### config.mk
export PLATFORM = sky130hd
export DESIGN_NAME = miriscv_lsu_resp_queue
export DESIGN_NICKNAME = d
export VERILOG_FILES = /design/src/rtl/miriscv_lsu_resp_queue.sv
export SDC_FILE = /design/constraint.sdc
export NUM_CORES = 1
export LEC_CHECK = 0
export ABC_AREA = 1
export ABC_CLOCK_PERIOD_IN_PS = 2670
export BUFFER_PORTS_ARGS = -buffer_cell sky130_fd_sc_hd__buf_2
export CAP_MARGIN = 20
export CORE_MARGIN = 2
export CORE_UTILIZATION = 45
export DETAILED_ROUTE_END_ITERATION = 12
export HOLD_SLACK_MARGIN = 0.08
export PLACE_DENSITY = 0.71
export RECOVER_POWER = 25
export SETUP_SLACK_MARGIN = 0.05
export SYNTH_ARGS = -nofsm -noshare
export SYNTH_HDL_FRONTEND = slang
export SYNTH_SLANG_ARGS = --single-unit
### constraint.sdc
create_clock -name clk_i -period 2.67 [get_ports clk_i]
set_input_delay 0.267 -clock clk_i [delete_from_list [all_inputs] [get_ports clk_i]]
set_output_delay 0.267 -clock clk_i [all_outputs]
set_load 0.01 [all_outputs]
### src/rtl/miriscv_lsu_resp_queue.sv
// miriscv_lsu_resp_queue
// Tracks outstanding loads in an in-order queue, aligns and sign/zero-extends
// each returning data beat, and registers the GPR writeback one cycle after the
// response. Kills turn live entries into responses that must be dropped.
// Optional build macro: MIRISCV_LSU_RESP_PERF_EN adds drop / high-water counters.
module miriscv_lsu_resp_queue #(
    parameter int unsigned XLEN         = 32,
    parameter int unsigned DEPTH        = 4,
    parameter int unsigned GPR_ADDR_W   = 5,
    parameter int unsigned MEM_ACCESS_W = 3,
    parameter int unsigned OFS_W        = $clog2(XLEN/8),
    parameter int unsigned CNT_W        = $clog2(DEPTH+1)
) (
    input  logic                    clk_i,
    input  logic                    srst_i,
    input  logic                    req_valid_i,
    output logic                    req_ready_o,
    input  logic                    req_gpr_wr_en_i,
    input  logic [GPR_ADDR_W-1:0]   req_gpr_wr_addr_i,
    input  logic [MEM_ACCESS_W-1:0] req_size_i,
    input  logic [OFS_W-1:0]        req_addr_ofs_i,
    input  logic                    kill_i,
    output logic                    stall_req_o,
    input  logic                    data_rvalid_i,
    input  logic [XLEN-1:0]         data_rdata_i,
    output logic                    wb_valid_o,
    output logic                    wb_gpr_wr_en_o,
    output logic [GPR_ADDR_W-1:0]   wb_gpr_wr_addr_o,
    output logic [XLEN-1:0]         wb_gpr_wr_data_o,
    output logic                    wb_misalign_o,
    output logic [CNT_W-1:0]        live_cnt_o,
`ifdef MIRISCV_LSU_RESP_PERF_EN
    output logic [31:0]             perf_drop_cnt_o,
    output logic [CNT_W-1:0]        perf_max_pend_o,
`endif
    output logic                    resp_err_o
);

    localparam int unsigned PTR_W = $clog2(DEPTH);
    localparam int unsigned BYTES = XLEN / 8;

    // miriscv_lsu_pkg size/sign codes
    localparam logic [MEM_ACCESS_W-1:0] MEM_ACCESS_WORD   = MEM_ACCESS_W'(0);
    localparam logic [MEM_ACCESS_W-1:0] MEM_ACCESS_HALF   = MEM_ACCESS_W'(1);
    localparam logic [MEM_ACCESS_W-1:0] MEM_ACCESS_BYTE   = MEM_ACCESS_W'(2);
    localparam logic [MEM_ACCESS_W-1:0] MEM_ACCESS_UHALF  = MEM_ACCESS_W'(3);
    localparam logic [MEM_ACCESS_W-1:0] MEM_ACCESS_UBYTE  = MEM_ACCESS_W'(4);
    localparam logic [MEM_ACCESS_W-1:0] MEM_ACCESS_DOUBLE = MEM_ACCESS_W'(5);
    localparam logic [MEM_ACCESS_W-1:0] MEM_ACCESS_UWORD  = MEM_ACCESS_W'(6);

    logic                    r_q_wr_en [DEPTH];
    logic [GPR_ADDR_W-1:0]   r_q_addr  [DEPTH];
    logic [MEM_ACCESS_W-1:0] r_q_size  [DEPTH];
    logic [OFS_W-1:0]        r_q_ofs   [DEPTH];

    logic [PTR_W-1:0] r_rd_ptr, r_wr_ptr;
    logic [CNT_W-1:0] r_live_cnt, r_drop_cnt;
    logic             r_resp_err;

    logic                  r_wb_valid, r_wb_gpr_wr_en, r_wb_misalign;
    logic [GPR_ADDR_W-1:0] r_wb_addr;
    logic [XLEN-1:0]       r_wb_data;

    logic [CNT_W:0]          w_pend;
    logic                    w_req_ready, w_push;
    logic                    w_resp_drop, w_resp_pop, w_resp_err, w_wb_fire;
    logic                    w_h_wr_en;
    logic [GPR_ADDR_W-1:0]   w_h_addr;
    logic [MEM_ACCESS_W-1:0] w_h_size;
    logic [OFS_W-1:0]        w_h_ofs;
    logic [XLEN-1:0]         w_shifted, w_fmt_data;
    logic [3:0]              w_nbytes;
    logic [4:0]              w_end;
    logic                    w_signed, w_sign_bit, w_fmt_misalign;

    assign w_pend      = {1'b0, r_live_cnt} + {1'b0, r_drop_cnt};
    assign w_req_ready = w_pend < (CNT_W+1)'(DEPTH);
    assign w_push      = req_valid_i & w_req_ready & ~kill_i;
    assign w_resp_drop = data_rvalid_i & (r_drop_cnt != '0);
    assign w_resp_pop  = data_rvalid_i & (r_drop_cnt == '0) & (r_live_cnt != '0);
    assign w_resp_err  = data_rvalid_i & (r_drop_cnt == '0) & (r_live_cnt == '0);
    assign w_wb_fire   = w_resp_pop & ~kill_i;

    assign w_h_wr_en = r_q_wr_en[r_rd_ptr];
    assign w_h_addr  = r_q_addr[r_rd_ptr];
    assign w_h_size  = r_q_size[r_rd_ptr];
    assign w_h_ofs   = r_q_ofs[r_rd_ptr];

    // Queue storage: record metadata of each accepted load at the write pointer
    always_ff @(posedge clk_i) begin
        if (w_push) begin
            r_q_wr_en[r_wr_ptr] <= req_gpr_wr_en_i;
            r_q_addr[r_wr_ptr]  <= req_gpr_wr_addr_i;
            r_q_size[r_wr_ptr]  <= req_size_i;
            r_q_ofs[r_wr_ptr]   <= req_addr_ofs_i;
        end
    end

    // Pointers and counters; on kill the response (if any) retires first, then
    // whatever stays live becomes owed drops and the queue empties
    always_ff @(posedge clk_i) begin
        if (srst_i) begin
            r_rd_ptr   <= '0;
            r_wr_ptr   <= '0;
            r_live_cnt <= '0;
            r_drop_cnt <= '0;
        end else if (kill_i) begin
            r_rd_ptr   <= r_wr_ptr;
            r_live_cnt <= '0;
            r_drop_cnt <= r_drop_cnt - CNT_W'(w_resp_drop) + r_live_cnt - CNT_W'(w_resp_pop);
        end else begin
            r_wr_ptr   <= r_wr_ptr + PTR_W'(w_push);
            r_rd_ptr   <= r_rd_ptr + PTR_W'(w_resp_pop);
            r_live_cnt <= r_live_cnt + CNT_W'(w_push) - CNT_W'(w_resp_pop);
            r_drop_cnt <= r_drop_cnt - CNT_W'(w_resp_drop);
        end
    end

    // Sticky flag for a response that had no outstanding load to match
    always_ff @(posedge clk_i) begin
        if (srst_i) begin
            r_resp_err <= 1'b0;
        end else if (w_resp_err) begin
            r_resp_err <= 1'b1;
        end
    end

    // Align the beat to the head entry's offset and extend by its size code
    always_comb begin
        w_shifted  = data_rdata_i >> {w_h_ofs, 3'b000};
        w_nbytes   = 4'd0;
        w_signed   = 1'b0;
        w_sign_bit = 1'b0;
        w_fmt_data = '0;
        w_fmt_misalign = 1'b0;
        case (w_h_size)
            MEM_ACCESS_WORD:   begin w_nbytes = 4'd4; w_signed = 1'b1; end
            MEM_ACCESS_HALF:   begin w_nbytes = 4'd2; w_signed = 1'b1; end
            MEM_ACCESS_BYTE:   begin w_nbytes = 4'd1; w_signed = 1'b1; end
            MEM_ACCESS_UHALF:  w_nbytes = 4'd2;
            MEM_ACCESS_UBYTE:  w_nbytes = 4'd1;
            MEM_ACCESS_DOUBLE: if (XLEN == 64) begin w_nbytes = 4'd8; w_signed = 1'b1; end
            MEM_ACCESS_UWORD:  if (XLEN == 64) w_nbytes = 4'd4;
            default: ;
        endcase
        w_end = 5'(w_h_ofs) + 5'(w_nbytes);
        case (w_nbytes)
            4'd1:    w_sign_bit = w_shifted[7];
            4'd2:    w_sign_bit = w_shifted[15];
            4'd4:    w_sign_bit = w_shifted[31];
            4'd8:    w_sign_bit = w_shifted[XLEN-1];
            default: w_sign_bit = 1'b0;
        endcase
        // w_nbytes == 0 marks an illegal code: data stays 0, no misalign
        if (w_nbytes != 4'd0) begin
            if (w_end > 5'(BYTES)) begin
                w_fmt_misalign = 1'b1;
            end else begin
                for (int unsigned i = 0; i < XLEN; i++) begin
                    w_fmt_data[i] = (i < (32'(w_nbytes) << 3)) ? w_shifted[i]
                                                              : (w_signed & w_sign_bit);
                end
            end
        end
    end

    // Registered writeback: one-cycle pulse per popped, unkilled response
    always_ff @(posedge clk_i) begin
        if (srst_i) begin
            r_wb_valid     <= 1'b0;
            r_wb_gpr_wr_en <= 1'b0;
            r_wb_addr      <= '0;
            r_wb_data      <= '0;
            r_wb_misalign  <= 1'b0;
        end else begin
            r_wb_valid     <= w_wb_fire;
            r_wb_gpr_wr_en <= w_wb_fire & w_h_wr_en;
            if (w_wb_fire) begin
                r_wb_addr     <= w_h_addr;
                r_wb_data     <= w_fmt_data;
                r_wb_misalign <= w_fmt_misalign;
            end else begin
                r_wb_addr     <= '0;
                r_wb_data     <= '0;
                r_wb_misalign <= 1'b0;
            end
        end
    end

`ifdef MIRISCV_LSU_RESP_PERF_EN
    logic [31:0]      r_perf_drop_cnt;
    logic [CNT_W-1:0] r_perf_max_pend;

    // Count responses consumed without writeback; track peak occupancy
    always_ff @(posedge clk_i) begin
        if (srst_i) begin
            r_perf_drop_cnt <= '0;
            r_perf_max_pend <= '0;
        end else begin
            if ((w_resp_drop | (w_resp_pop & kill_i)) && (r_perf_drop_cnt != '1)) begin
                r_perf_drop_cnt <= r_perf_drop_cnt + 32'd1;
            end
            if (w_pend > {1'b0, r_perf_max_pend}) begin
                r_perf_max_pend <= w_pend[CNT_W-1:0];
            end
        end
    end

    assign perf_drop_cnt_o = r_perf_drop_cnt;
    assign perf_max_pend_o = r_perf_max_pend;
`endif

    assign req_ready_o      = w_req_ready;
    assign stall_req_o      = req_valid_i & ~w_req_ready;
    assign wb_valid_o       = r_wb_valid;
    assign wb_gpr_wr_en_o   = r_wb_gpr_wr_en;
    assign wb_gpr_wr_addr_o = r_wb_addr;
    assign wb_gpr_wr_data_o = r_wb_data;
    assign wb_misalign_o    = r_wb_misalign;
    assign live_cnt_o       = r_live_cnt;
    assign resp_err_o       = r_resp_err;

endmodule
==> flow_summary_export.csv, run 1 <==
group,metric,value,unit
place,portBuffers,93,
worst_setup_path,critPathMaxFanout,5,
worst_setup_path,cp.required,2.97,ns
worst_setup_path,cp_num_buf_inv,3,
sta,rsz0062_at_grt,"true",
drt,drt-initial-drc-count,141,
place,gp_congestion,0.8725,
yosys,synthXorXnorAreaFrac,0.9980,%
yosys,syn_nets,532,
worst_hold_path,holdCritPathClass,"input port to register",
place,place_ws,-0.07566,ns
place,placed_area,5116,um^2
clocking,clockBufferDepth,2,
worst_setup_path,r2r_start,"r_rd_ptr[0]$_SDFF_PP0_",
status,status,"finished, violations left",
finish,n_fill_cell,817,
drt,highest_layer,"met4",
worst_setup_path,critPathMaxStageDelay,0.49,ns
global_route,grt_pass1_wl,16.32,mm
yosys,synth_seq_cells,95,
place,hpwl,6.880,mm
sta,skew,0.01214,ns
worst_setup_path,arrival,3.12,ns
sta,fmax,355.2,MHz
worst_setup_path,slowest_stage,"fa_1",
die,initial_core_util,45.52,%
clocking,clkSlewWorstSetupHoldPaths,0.10,ns
global_route,overflow,0,
finish,final_layout_size_suffix_gt1_share,38.85,%
yosys,ys_seq_area_share,53.38,%
die,io_pins,94,
clocking,cts_tree,"yes",
yosys,syn_inst,468,
yosys,synth_compound_area_share,13.12,%
worst_setup_path,endpoint_kind,"register",
drt,antenna_left,0,
global_route,track_usage,20.18,%
pwr,p_leak,2.556,nW
die,die_area,10560,um^2
global_route,grt_pass1_vias,3553,
clocking,clkLatencyLatePin,0.37,ns
yosys,synth_fa_ha_area_share,5.076,%
drt,routed_via_density,4.938,
run,cap_violations,0,
sta,min_period,2.815,ns
drt,drt-pass1-iter-count,4,
drt,num_vias,3669,
finish,final_cell_mix,"nand2_1, buf_2, dfxtp_1",
global_route,grt_max_degree,40,
drt,routed_wl,10.63,mm
worst_hold_path,min_path_cells,1,
pwr,power.density,612.0,nW/um^2
sta,layout_setup_ws,-0.1453,ns
sta,drv_slew,0,
yosys,syn-cell-area,4388,um^2
finish,nNetsFinal,669,
clocking,cts_sinks,95,
clocking,htree_levels,3,
die,die_h,102.7,um
yosys,syn_area_per_cell,9.376,um^2
global_route,antenna_found_initial,0,
worst_setup_path,cp_cell_sequence,"clkbuf_16 -> nand2_4 -> nand3_1 -> nand2_2 -> nand3_2 -> nand2_2 -> ha_4 -> fa_1 -> nor2_2 -> nor2_2 -> a211oi_2 -> nand2_1 -> o21ai_2 -> o211ai_4 -> buf_12 -> buf_12 -> a21oi_4",
sta,worstMarginPinSlew,0.3546,ns
status,failed_checks,"setup timing",
yosys,yosys.area_share.simple,20.99,%
worst_setup_path,reg2regPathDepth,17,
drt,wl_per_cell,14.31,um
pwr,ir_worst_vdd,0.3231,mV
finish,final_cell_area,5786,um^2
drt,met1Wirelength,4.388,mm
worst_setup_path,timing.rr.end,"wb_gpr_wr_data_o[15]$_SDFF_PP0_",
yosys,yosysWarnings,0,
finish,final_common_cell,"nand2_1",
pwr,fin_total_pwr,0.003541,W
clocking,root_buffer,"clkbuf_8",
sta,period_share,105.4,%
worst_setup_path,cp_top_family,"simple AND/OR/NAND/NOR gates",
worst_setup_path,start_kind,"register",
drt,remaining_drc_errors,0,
yosys,yosys.cell_types.count,32,
die,core,9639,um^2
clocking,numCtsBuffers,9,
yosys,synth_mux_area_share,0,%
worst_setup_path,crit_type,"register to register",
sta,slew_headroom,76.36,%
worst_hold_path,hp-start,"req_size_i[1]",
die,rows,36,
drt,wl_met2,5.440,mm
drt,met3_length,634,um
worst_setup_path,ff2ff_setup_slack,-0.15,ns
sta,setup_violations,32,
die,dieWidth,102.7,um
sta,hold_violations,0,
finish,areaGrowthSynthToFinish,31.85,%
worst_hold_path,holdPathEnd,"r_q_size[0][1]$_DFFE_PP_",
yosys,synth_top_family_by_area,"simple AND/OR/NAND/NOR gates",
finish,diodes,0,
[stage by stage]
step | cells | setup TNS, ns | utilization [%] | hold slack [ns]
2_1_floorplan | 468 | 0 | - | 0.3394
3_3_place_gp | 698 | 0 | 53.08 | 0.4429
3_5_place_dp | 698 | -1.233 | 53.08 | 0.4665
4_1_cts | 737 | -1.105 | 58.58 | 0.09454
5_1_grt | 743 | -8.127 | 60.02 | 0.1322
6_report | 743 | -3.934 | 60.02 | 0.1365
[worst max path at each step]
stage | from | endpoint | slack, ns | depth (start not counted)
6_report | r_rd_ptr[0]$_SDFF_PP0_ | wb_gpr_wr_data_o[15]$_SDFF_PP0_ | -0.15 | 17
5_1_grt | r_rd_ptr[0]$_SDFF_PP0_ | wb_gpr_wr_data_o[25]$_SDFF_PP0_ | -0.28 | 17
4_1_cts | r_rd_ptr[0]$_SDFF_PP0_ | wb_gpr_wr_data_o[27]$_SDFF_PP0_ | -0.05 | 18
3_5_place_dp | r_rd_ptr[0]$_SDFF_PP0_ | wb_gpr_wr_data_o[15]$_SDFF_PP0_ | -0.08 | 16
3_3_place_gp | r_rd_ptr[0]$_SDFF_PP0_ | wb_gpr_wr_data_o[10]$_SDFF_PP0_ | 0.05 | 16
2_1_floorplan | live_cnt_o[2]$_SDFF_PP0_ | r_q_addr[2][0]$_DFFE_PP_ | 0.01 | 5
[layout make-up]
cell class	count	area, um^2	share of cell area, %
sequential	95	2352	40.66
multi-input combinational	314	1893	32.72
timing repair buffer	146	1002	17.32
tap	133	166.4	2.876
inverter	39	156.4	2.703
clock buffer	9	123.9	2.141
clock inverter	7	91.34	1.579
[power by group]
part	total [W]	switching, W	leakage [nW]	internal [W]
clock network	0.000991	0.000538	0.105	0.000453
registers	0.00161	0.0000305	0.813	0.00158
logic	0.000943	0.000547	1.64	0.000395
total	0.00354	0.00112	2.56	0.00243
[cells in the mapped netlist]
master	n	area share (%)
nand2_1	102	8.7
dfxtp_1	51	23
edfxtp_1	44	30
nor2_1	40	3.4
o21ai_0	37	4.2
inv_1	35	3.0
nand3_1	34	3.9
a21oi_2	23	4.6
a21oi_1	14	1.6
ha_1	13	3.7
buf_2	7	0.80
o211ai_1	7	1.2
buf_6	6	1.5
nand3_2	6	1.4
nor2_2	6	0.86
clkbuf_1	5	0.43
nor3_1	5	0.57
inv_2	4	0.34
nand2_2	4	0.57
fa_1	3	1.4
xnor2_1	3	0.60
a211oi_1	2	0.34
a31oi_1	2	0.29
buf_4	2	0.34
nand2_4	2	0.51
nor2_4	2	0.51
o21ai_2	2	0.40
or2_2	2	0.29
xor2_1	2	0.40
nand4_1	1	0.14
o211ai_4	1	0.48
or3_1	1	0.14
[flip-flops by register name, summed over array words and instances (netlist names), 3 cells and up]
| signal | cells |
|---|---|
| wb_gpr_wr_data_o | 32 |
| r_q_addr | 20 |
| r_q_size | 12 |
| r_q_ofs | 8 |
| wb_gpr_wr_addr_o | 5 |
| r_q_wr_en | 4 |
| live_cnt_o | 3 |
| r_drop_cnt | 3 |
[cells by family after synthesis]
family          count (synthesis)
flops                          95
fa+ha+maj                      16
buf+inv                        59
xor+xnor                        5
compound gates                 88
simple gates                  205
[what timing repair did]
| action | CTS | global route |
|---|---|---|
| setup endpoints to repair | 32 | 36 |
| pin swaps | 8 | 14 |
| hold buffers | 1 | 0 |
| gates resized for setup | 19 | 25 |
| cloned | 3 | 1 |
| hold endpoints to repair | 1 | 0 |
| buffers inserted | 19 | 5 |
[metal layers]
layer	vias to the layer above	track usage [%]
met5	-	0
met4	0	7.794
met3	13	3.661
met2	125	36.35
met1	1694	23.96
li1	1837	-
Note: power is estimated with default switching activity, not from simulation.
==> inputs of run 2 (changes only) <==
--- a/config.mk
+++ b/config.mk
@@ -6,14 +6,14 @@
 export NUM_CORES = 1
 export LEC_CHECK = 0
 export ABC_AREA = 1
-export ABC_CLOCK_PERIOD_IN_PS = 2670
+export ABC_CLOCK_PERIOD_IN_PS = 3300
 export BUFFER_PORTS_ARGS = -buffer_cell sky130_fd_sc_hd__buf_2
 export CAP_MARGIN = 20
 export CORE_MARGIN = 2
 export CORE_UTILIZATION = 45
 export DETAILED_ROUTE_END_ITERATION = 12
 export HOLD_SLACK_MARGIN = 0.08
-export PLACE_DENSITY = 0.71
+export PLACE_DENSITY = 0.68
 export RECOVER_POWER = 25
 export SETUP_SLACK_MARGIN = 0.05
 export SYNTH_ARGS = -nofsm -noshare
==> constraint.sdc (replaced) <==
create_clock -name clk_i -period 3.3 [get_ports clk_i]
set_input_delay 0.33 -clock clk_i [delete_from_list [all_inputs] [get_ports clk_i]]
set_output_delay 0.33 -clock clk_i [all_outputs]
set_load 0.01 [all_outputs]
==> run 2 against run 1 <==
  * The flow now finishes without violations
  * Clock power fell by 25%
  * Largest cell class unchanged
  * Count of clock-buffer cells in the layout unchanged
  * Register-to-register slack improved by 0.41 ns
  * Clock skew grew 0.00076 ns
==> flow_summary_export.csv, run 2 (same netlist as run 1, synthesis figures left out) <==
group,metric,value,unit
worst_hold_path,holdCritPathClass,"input port to register",
pwr,power.density,505.4,nW/um^2
global_route,grt_pass1_wl,15.37,mm
sta,worstMarginPinSlew,0.4990,ns
die,core,9639,um^2
worst_setup_path,cp.required,3.60,ns
global_route,grt_max_degree,40,
finish,final_cell_mix,"nand2_1, buf_2, dfxtp_1",
worst_setup_path,critPathMaxFanout,23,
place,hpwl,6.813,mm
sta,hold_violations,0,
sta,slew_headroom,66.73,%
clocking,cts_tree,"yes",
drt,wl_met2,4.671,mm
finish,areaGrowthSynthToFinish,18.31,%
sta,skew,0.01291,ns
sta,hold-worst-slack,0.1500,ns
die,dieWidth,102.7,um
global_route,antenna_found_initial,0,
drt,remaining_drc_errors,0,
drt,num_vias,3496,
drt,wl_per_cell,13.48,um
global_route,grt_pass1_vias,3297,
drt,met1Wirelength,4.140,mm
status,status,"completed",
drt,drt-pass1-iter-count,5,
drt,antenna_left,0,
die,initial_core_util,45.52,%
sta,rsz0062_at_grt,"false",
finish,largest_reg_flops,32,
clocking,clkSlewWorstSetupHoldPaths,0.10,ns
place,gp_congestion,0.8666,
sta,period_share,92.09,%
place,dpl.cell_count,685,
clocking,holdBufCountCts,0,
sta,setup_violations,0,
drt,routed_via_density,4.973,
clocking,root_buffer,"clkbuf_8",
drt,drt-initial-drc-count,113,
clocking,clkLatencyLatePin,0.37,ns
die,die_h,102.7,um
die,rows,36,
place,place_ws,0.1108,ns
place,portBuffers,93,
sta,min_period,3.039,ns
sta,setup_tns,0,ns
die,die_area,10560,um^2
drt,routed_wl,9.479,mm
finish,final_cell_area,5191,um^2
clocking,numCtsBuffers,9,
die,io_pins,94,
worst_setup_path,start_kind,"register",
worst_setup_path,crit_type,"register to register",
finish,diodes,0,
clocking,cts_sinks,95,
clocking,clockBufferDepth,2,
sta,layout_setup_ws,0.2610,ns
place,placed_area,4979,um^2
run,cap_violations,0,
worst_setup_path,endpoint_kind,"register",
pwr,ir_worst_vdd,0.2676,mV
global_route,overflow,0,
sta,fmax,329.1,MHz
pwr,p_leak,2.264,nW
global_route,track_usage,18.91,%
drt,highest_layer,"met4",
clocking,htree_levels,3,
finish,stdcell_count,703,
worst_setup_path,arrival,3.34,ns
finish,final_common_cell,"nand2_1",
finish,nNetsFinal,629,
sta,drv_slew,0,
finish,final_layout_size_suffix_gt1_share,28.42,%
drt,met3_length,476,um
[run 2: layout make-up]
| class | instances | area [um^2] |
|---|---|---|
| clock buffers | 9 | 123.9 |
| fillers | 910 | 4448 |
| repair buffers | 106 | 576.8 |
| well taps | 133 | 166.4 |
| flip-flops and latches | 95 | 2342 |
| inverters | 39 | 146.4 |
| multi-input cells | 314 | 1763 |
| clock inverters | 7 | 72.57 |
[run 2: repair_timing]
item | in CTS | in global routing
endpoints found under the setup margin | 0 | 25
buffers inserted | 0 | 2
gates resized for setup | 0 | 1
[run 2: worst max-delay path, cell delays in order (launching register included)]
cell      delay, ns
dfxtp_1        0.34
inv_2          0.27
nand2_1        0.12
nand2_1        0.08
nand2_1        0.08
nand2_4        0.11
nand3_1        0.09
nand2_2        0.12
ha_1           0.20
fa_1           0.42
nor2_1         0.15
nor2_1         0.07
a211oi_1       0.22
nand2_1        0.11
o21ai_2        0.10
o211ai_4       0.14
buf_12         0.19
a21oi_1        0.13
[run 2: path summary, 6_finish.rpt]
| path | start | end | slack (ns) | cells after the start |
|---|---|---|---|---|
| hold / removal | srst_i | resp_err_o$_SDFFE_PP0P_ | 0.15 | 2 |
| hold reg to reg | resp_err_o$_SDFFE_PP0P_ | resp_err_o$_SDFFE_PP0P_ | 0.47 | 2 |
| setup / recovery | r_rd_ptr[0]$_SDFF_PP0_ | wb_gpr_wr_data_o[3]$_SDFF_PP0_ | 0.26 | 17 |
| setup reg to reg | r_rd_ptr[0]$_SDFF_PP0_ | wb_gpr_wr_data_o[3]$_SDFF_PP0_ | 0.26 | 17 |
[run 2: per-stage QoR]
stage          total power (W)  util [%]
3_3_place_gp          0.001883     51.65
4_1_cts               0.002658     53.69
2_1_floorplan         0.001755         -
6_report              0.002624     53.86
5_1_grt               0.002801     53.86
3_5_place_dp          0.001911     51.65
[run 2: report_power, final]
group | internal, W | switching [W] | leakage [nW]
logic | 0.000211 | 0.000376 | 1.36
registers | 0.00127 | 0.0000200 | 0.811
clock network | 0.000296 | 0.000448 | 0.0966
[run 2: metal layers]
layer,global-route usage [%],vias to the layer above
met5,0,-
met2,32.78,102
met3,2.847,16
met4,7.692,0
li1,-,1761
met1,23.76,1617
